## src/rtl/date_to_doy_pkg.sv

```systemverilog
// Shared calendar definitions for the date to day-of-year converter.
//   state_t   : converter FSM states
//   MONTH_LEN : non-leap month lengths, index 0 = January
//   MAX_DOY   : largest day-of-year value produced
//   BCD_W     : width of one BCD digit
//   month_len : length of a month (1-12), February extended by leap; 0 otherwise
package date_to_doy_pkg;

  typedef enum logic [2:0] {
    ST_IDLE,
    ST_CHECK,
    ST_ACCUM,
    ST_CONVERT,
    ST_DONE
  } state_t;

  localparam int unsigned BCD_W   = 4;
  localparam int unsigned MAX_DOY = 366;

  localparam logic [4:0] MONTH_LEN [12] = '{
    5'd31, 5'd28, 5'd31, 5'd30, 5'd31, 5'd30,
    5'd31, 5'd31, 5'd30, 5'd31, 5'd30, 5'd31
  };

  function automatic logic [4:0] month_len(input logic [3:0] m, input logic leap);
    logic [4:0] len;
    len = '0;
    if (m != 4'd0 && m <= 4'd12) begin
      len = MONTH_LEN[m - 4'd1];
      if (m == 4'd2) len = len + {4'd0, leap};
    end
    return len;
  endfunction

endpackage

```

## src/rtl/date_to_doy_bin2bcd_dd.sv

```systemverilog
// Sequential 9-bit binary to 3-digit BCD converter (double-dabble).
//   clock, reset_n : system clock, async active-low reset
//   load, bin      : load a new binary value and clear the BCD digits
//   shift          : perform one adjust-and-shift step
//   last           : the current shift is the ninth (final) step
//   hund/tens/ones : BCD digits as they will be after the current shift,
//                    so the caller can capture the result on the final edge
module bin2bcd_dd
  import date_to_doy_pkg::*;
(
  input  logic             clock,
  input  logic             reset_n,
  input  logic             load,
  input  logic             shift,
  input  logic [8:0]       bin,
  output logic             last,
  output logic [BCD_W-1:0] hund,
  output logic [BCD_W-1:0] tens,
  output logic [BCD_W-1:0] ones
);

  logic [8:0]         sr;
  logic [3*BCD_W-1:0] bcd;
  logic [3*BCD_W-1:0] bcd_next;
  logic [3:0]         cnt;
  logic [BCD_W-1:0]   a0, a1, a2;

  always_comb begin
    a0 = bcd[BCD_W-1:0];
    a1 = bcd[2*BCD_W-1:BCD_W];
    a2 = bcd[3*BCD_W-1:2*BCD_W];
    if (a0 >= 4'd5) a0 = a0 + 4'd3;
    if (a1 >= 4'd5) a1 = a1 + 4'd3;
    if (a2 >= 4'd5) a2 = a2 + 4'd3;
    bcd_next = {a2[BCD_W-2:0], a1, a0, sr[8]};
  end

  assign hund = bcd_next[3*BCD_W-1:2*BCD_W];
  assign tens = bcd_next[2*BCD_W-1:BCD_W];
  assign ones = bcd_next[BCD_W-1:0];
  assign last = (cnt == 4'd8);

  always_ff @(posedge clock or negedge reset_n) begin
    if (!reset_n) begin
      sr  <= '0;
      bcd <= '0;
      cnt <= '0;
    end else if (load) begin
      sr  <= bin;
      bcd <= '0;
      cnt <= '0;
    end else if (shift) begin
      sr  <= {sr[7:0], 1'b0};
      bcd <= bcd_next;
      cnt <= cnt + 4'd1;
    end
  end

endmodule

```

## src/rtl/date_to_doy.sv

```systemverilog
// Converts a calendar date (binary month, BCD day) to a 3-digit BCD
// day-of-year with a start/done handshake.
//   clock, reset_n     : system clock, async active-low reset
//   start              : request, sampled only in IDLE
//   month, day2, day1  : binary month, BCD day tens/ones
//   leap               : February has 29 days
//   busy               : conversion in progress (CHECK/ACCUM/CONVERT)
//   done               : one-cycle completion pulse
//   err                : last request was an invalid date
//   hund, tens, ones   : BCD day-of-year (000 on error)
module date_to_doy
  import date_to_doy_pkg::*;
(
  input  logic             clock,
  input  logic             reset_n,
  input  logic             start,
  input  logic [3:0]       month,
  input  logic [3:0]       day2,
  input  logic [3:0]       day1,
  input  logic             leap,
  output logic             busy,
  output logic             done,
  output logic             err,
  output logic [BCD_W-1:0] hund,
  output logic [BCD_W-1:0] tens,
  output logic [BCD_W-1:0] ones
);

  state_t     state;
  logic [3:0] month_r, day2_r, day1_r;
  logic       leap_r;
  logic [8:0] acc;
  logic [3:0] mcnt;

  logic [7:0] day_val;
  logic [4:0] cur_len, acc_len;
  logic       date_bad;
  logic [8:0] acc_sum;
  logic       dd_load, dd_shift, dd_last;
  logic [8:0] dd_bin;
  logic [BCD_W-1:0] dd_hund, dd_tens, dd_ones;

  always_comb begin
    day_val  = 8'(day2_r) * 8'd10 + 8'(day1_r);
    cur_len  = month_len(month_r, leap_r);
    acc_len  = month_len(mcnt, leap_r);
    date_bad = (month_r == 4'd0) || (month_r > 4'd12) ||
               (day2_r > 4'd9) || (day1_r > 4'd9) ||
               (day_val == 8'd0) || (day_val > {3'd0, cur_len});
    acc_sum  = acc + {4'd0, acc_len};
  end

  // The converter is loaded on the edge that enters CONVERT, so it sees the
  // final accumulated value (acc_sum on the last ACCUM cycle) directly.
  always_comb begin
    dd_load  = 1'b0;
    dd_bin   = '0;
    dd_shift = (state == ST_CONVERT);
    if (state == ST_CHECK && !date_bad && month_r == 4'd1) begin
      dd_load = 1'b1;
      dd_bin  = {1'b0, day_val};
    end else if (state == ST_ACCUM && mcnt == month_r - 4'd1) begin
      dd_load = 1'b1;
      dd_bin  = acc_sum;
    end
  end

  bin2bcd_dd u_bin2bcd_dd (
    .clock   (clock),
    .reset_n (reset_n),
    .load    (dd_load),
    .shift   (dd_shift),
    .bin     (dd_bin),
    .last    (dd_last),
    .hund    (dd_hund),
    .tens    (dd_tens),
    .ones    (dd_ones)
  );

  always_ff @(posedge clock or negedge reset_n) begin
    if (!reset_n) begin
      state   <= ST_IDLE;
      month_r <= '0;
      day2_r  <= '0;
      day1_r  <= '0;
      leap_r  <= 1'b0;
      acc     <= '0;
      mcnt    <= '0;
      busy    <= 1'b0;
      done    <= 1'b0;
      err     <= 1'b0;
      hund    <= '0;
      tens    <= '0;
      ones    <= '0;
    end else begin
      case (state)
        ST_IDLE: begin
          done <= 1'b0;
          if (start) begin
            month_r <= month;
            day2_r  <= day2;
            day1_r  <= day1;
            leap_r  <= leap;
            busy    <= 1'b1;
            state   <= ST_CHECK;
          end
        end
        ST_CHECK: begin
          if (date_bad) begin
            err   <= 1'b1;
            hund  <= '0;
            tens  <= '0;
            ones  <= '0;
            busy  <= 1'b0;
            done  <= 1'b1;
            state <= ST_DONE;
          end else begin
            err   <= 1'b0;
            acc   <= {1'b0, day_val};
            mcnt  <= 4'd1;
            state <= (month_r > 4'd1) ? ST_ACCUM : ST_CONVERT;
          end
        end
        ST_ACCUM: begin
          acc  <= acc_sum;
          mcnt <= mcnt + 4'd1;
          if (mcnt == month_r - 4'd1) state <= ST_CONVERT;
        end
        ST_CONVERT: begin
          if (dd_last) begin
            hund  <= dd_hund;
            tens  <= dd_tens;
            ones  <= dd_ones;
            busy  <= 1'b0;
            done  <= 1'b1;
            state <= ST_DONE;
          end
        end
        ST_DONE: begin
          done  <= 1'b0;
          state <= ST_IDLE;
        end
        default: state <= ST_IDLE;
      endcase
    end
  end

endmodule

```

## config.mk

```make
export PLATFORM = sky130hd
export DESIGN_NAME = date_to_doy
export DESIGN_NICKNAME = d
export VERILOG_FILES = /design/src/rtl/date_to_doy_pkg.sv /design/src/rtl/date_to_doy_bin2bcd_dd.sv /design/src/rtl/date_to_doy.sv
export SDC_FILE = /design/constraint.sdc
export NUM_CORES = 1
export LEC_CHECK = 0
export BUFFER_PORTS_ARGS = -buffer_cell sky130_fd_sc_hd__buf_2
export CORE_MARGIN = 2
export CORE_UTILIZATION = 40
export CTS_BUF_LIST = sky130_fd_sc_hd__clkbuf_2 sky130_fd_sc_hd__clkbuf_4 sky130_fd_sc_hd__clkbuf_8
export CTS_CLUSTER_DIAMETER = 50
export DETAILED_ROUTE_END_ITERATION = 10
export HOLD_SLACK_MARGIN = 0.05
export PLACE_DENSITY = 0.56
export SKIP_CTS_REPAIR_TIMING = 1
export SLEW_MARGIN = 10
export SYNTH_ARGS = -nofsm -noshare
export SYNTH_HDL_FRONTEND = slang
export SYNTH_HIERARCHICAL = 1
export SYNTH_SLANG_ARGS = --single-unit
```

## constraint.sdc

```tcl
create_clock -name clock -period 4.55 [get_ports clock]
set_input_delay 0.91 -clock clock [delete_from_list [all_inputs] [get_ports clock]]
set_output_delay 0.91 -clock clock [all_outputs]
set_load 0.05 [all_outputs]
```

==> flow_summary_export.csv <==
group,metric,value,unit
logic_synthesis,ys_top_cells_by_area,"dfrtp_1 (37%), ha_1 (9.7%), mux2i_1 (5.4%)",
logic_synthesis,yosys.area.top_type,"dfrtp_1",
cells_and_area,final_nets,588,
drt,routed_wl,9720,µm
logic_synthesis,syn_nets,556,
cts,ctsRootBufferMaster,"clkbuf_8",
logic_synthesis,synth_top_cell_area_share,37.05,%
cts,cts_sinks,69,
status,status,"complete, no violations",
critical_path,cp.required,4.76,ns
die,num_io_pins,31,
critical_path,start_kind,"flip-flop",
drt,antenna_left,0,
cts,cts_tree,"done",
cells_and_area,top_regs,"u_bin2bcd_dd/bcd (12), acc (9), u_bin2bcd_dd/sr (9)",
worst_hold_path,min_path_type,"flip-flop to flip-flop",
die,fp.dieW,111.9,µm
cts,clock_path_buffers,2,
critical_path,crit_fanout,6,
critical_path,path_cells,"inv_1, ha_1, xnor2_1, nand2b_1, a21oi_1, o22ai_1, ha_1, ha_1, a21o_1, a21o_1, ha_1, a211oi_1, a21oi_2, or4_1, nor2_1, o221ai_1",
grt,grt_max_degree,42,
power,p_int,0.002249,W
grt,first_global_vias,3484,
logic_synthesis,synth-edff-count,0,
cts,clock_latency,0.35,ns
power,vdd_drop_max,0.4332,mV
sta,clock_skew,0.01113,ns
logic_synthesis,seq_area_frac_synth,37.05,%
logic_synthesis,ys.flop_type,"dfrtp_1",
drt,drcViolationCount,0,
drt,viasPerCell,5.320,
power,sw_frac_of_total,47.87,%
cells_and_area,largest-register,"u_bin2bcd_dd/bcd",
logic_synthesis,syn_area,4661,µm²
sta,worst_slack,0.2387,ns
cts,path_clk_slew,0.08,ns
grt,antenna_found_initial,0,
cells_and_area,largest_reg_flops,12,
cells_and_area,multi_input_area,2701,µm²
logic_synthesis,syn_inst,501,
place,numPortBuffers,30,
critical_path,cp_data_arrival_time,4.52,ns
critical_path,worst_path_most_repeated_cell,"ha_1",
drt,via_count,3623,
cells_and_area,area_growth,12.30,%
power,combPwrFrac,63.1,%
logic_synthesis,syn_avg_cell_area,9.303,µm²
power,sequentialPowerShare,23.8,%
sta,relSlewSlack,34.71,%
cells_and_area,final_util,45.84,%
grt,grt_pass1_wl,16810,µm
sta,finalHoldViolCount,0,
die,rows,39,
die,fp.dieH,111.9,µm
grt,grt_usage,16.40,%
sta,slew_viol_final,0,
place,pre_cts_slack,0.2755,ns
cts,cts.htree.levels,3,
critical_path,cp-end-kind,"flip-flop",
die,die_area,12530,µm²
power,p_leak,2.279,nW
logic_synthesis,ys.warnings.count,6,
power,power_density,824.1,nW/µm²
cells_and_area,final-seq-area,1728,µm²
sta,max_freq,0.2319,GHz
sta,fin_crit,4.311,ns
cells_and_area,diodes,0,
logic_synthesis,ys_ff_latch,69,
power,p_sw,0.002065,W
die,core_area,11420,µm²
logic_synthesis,async_reset_ff_share,100.0,%
critical_path,cpPeakStageDelay,0.67,ns
place,place_hpwl,7046,µm
grt,gr-total-overflow,0,
critical_path,critPathKind,"flip-flop to flip-flop",
die,initial_utilization,40.82,%
cells_and_area,layout-drive-gt1-share,16.36,%
drt,first_pass_iters,4,
cells_and_area,fillers,1150,
sta,worst_slew_pin_slew,0.9794,ns
logic_synthesis,ys_types,61,
sta,fin_crit_sh,94.75,%
drt,dr.first_iter.drc_count,171,
drt,wl_per_cell,14.27,µm
place,place.gp.congestion,0.8428,
critical_path,crit_slowest_cell,"or4_1",
power,clkPwrFrac,13.1,%
sta,setup_viol,0,
cts,cts_buffers,9,
job,cap_viol_max_count,0,
-- final cells by class --
cell class                 count  share of cell area (%)
sequential                    69                   33.01
clock inverter                 7                   1.889
multi-input combinational    372                   51.61
clock buffer                   9                   2.367
tap                          143                   3.419
inverter                      38                   2.725
timing repair buffer          43                   4.973
-- cell usage in the layout, fill, tap and decap left out, types with 4 or more instances in the layout --
| cell | n |
|---|---|
| a21oi_2 | 5 |
| a21oi_1 | 17 |
| buf_2 | 30 |
| o21a_1 | 4 |
| mux2i_1 | 25 |
| o22ai_1 | 5 |
| nand2b_1 | 7 |
| o2bb2ai_1 | 4 |
| a311oi_1 | 4 |
| a211oi_1 | 4 |
| nor3_1 | 8 |
| a31oi_1 | 5 |
| a21o_1 | 9 |
| or4_1 | 5 |
| clkbuf_8 | 9 |
| nand3_1 | 11 |
| mux2_2 | 11 |
| buf_4 | 12 |
| inv_1 | 37 |
| nor2_1 | 32 |
| nor2b_1 | 5 |
| o21ai_0 | 29 |
| xor2_1 | 9 |
| o211ai_1 | 8 |
| nand2_1 | 62 |
| xnor2_1 | 15 |
| ha_1 | 36 |
| dfrtp_1 | 68 |
-- cell families (layout without fill, tap and decap cells) --
group | after synthesis | in the layout | synth area share (%)
xor+xnor | 24 | 24 | 4.510
mux | 36 | 36 | 8.027
simple gates | 155 | 155 | 16.40
flops | 69 | 69 | 37.05
fa+ha+maj | 39 | 39 | 10.95
compound gates | 118 | 118 | 17.75
buf+inv | 60 | 97 | 5.315
-- critical path: cells and delay by family, from the launching register on --
kind	cells	cell delay [ns]
adders and majority gates	4	0.98
AOI/OAI and AO/OA	7	1.27
DFF	1	0.45
buffers and inverters	1	0.16
xor gates and xnor gates	1	0.12
and+or+nand+nor	3	1.18
-- cells in the mapped netlist (all sizes together) (5+ instances only) --
cell type  count
dfrtp         69
nand2         62
inv           38
ha            36
nor2          33
o21ai         31
mux2i         25
a21oi         22
xnor2         15
clkbuf        12
mux2          11
nand3         11
buf           10
a21o           9
o211ai         9
xor2           9
nor3           8
nand2b         7
a311oi         5
a31oi          5
nor2b          5
o22ai          5
or4            5
-- per-stage QoR --
step / instances / total power [W] / setup TNS (ns) / hold WS [ns] / area (µm²)
2_1_floorplan: 501 / 0.003083 / 0 / 0.5044 / 4661
3_3_place_gp: 663 / 0.003648 / 0 / 0.4597 / 4987
3_5_place_dp: 663 / 0.003703 / 0 / 0.4672 / 4987
4_1_cts: 679 / 0.004300 / 0 / 0.4871 / 5210
5_1_grt: 681 / 0.004705 / -0.1815 / 0.5134 / 5234
6_report: 681 / 0.004313 / 0 / 0.4836 / 5234
-- final timing paths --
check                      startpoint                  end  slack, ns  cells after the start
setup / recovery           month_r[0]               acc[3]       0.24                     16
hold / removal                   busy                 busy       0.48                      1
setup reg to reg           month_r[0]               acc[3]       0.24                     16
hold reg to reg                  busy                 busy       0.48                      1
max in group asynchronous     reset_n  u_bin2bcd_dd/bcd[4]       2.88                      2
min in group asynchronous     reset_n              mcnt[3]       0.72                      1
-- power groups by stage --
stage	Sequential (W)	Combinational (W)	Clock [W]
floorplan	0.00102	0.00206	0
global placement	0.00103	0.00262	0
detailed placement	0.00104	0.00267	0
CTS	0.00103	0.00269	0.000586
global route	0.00106	0.00303	0.000615
finish	0.00103	0.00272	0.000565
-- metal layers --
layer  GRT usage [%]  vias to the layer above  share of wire, %
li1                -                     1836                 -
met1           23.25                     1721                50
met2           25.78                       57                46
met3           3.266                        9               3.6
met4           4.390                        0              0.96
met5               0                        -                 0
Power figures use the tool's default switching activity.
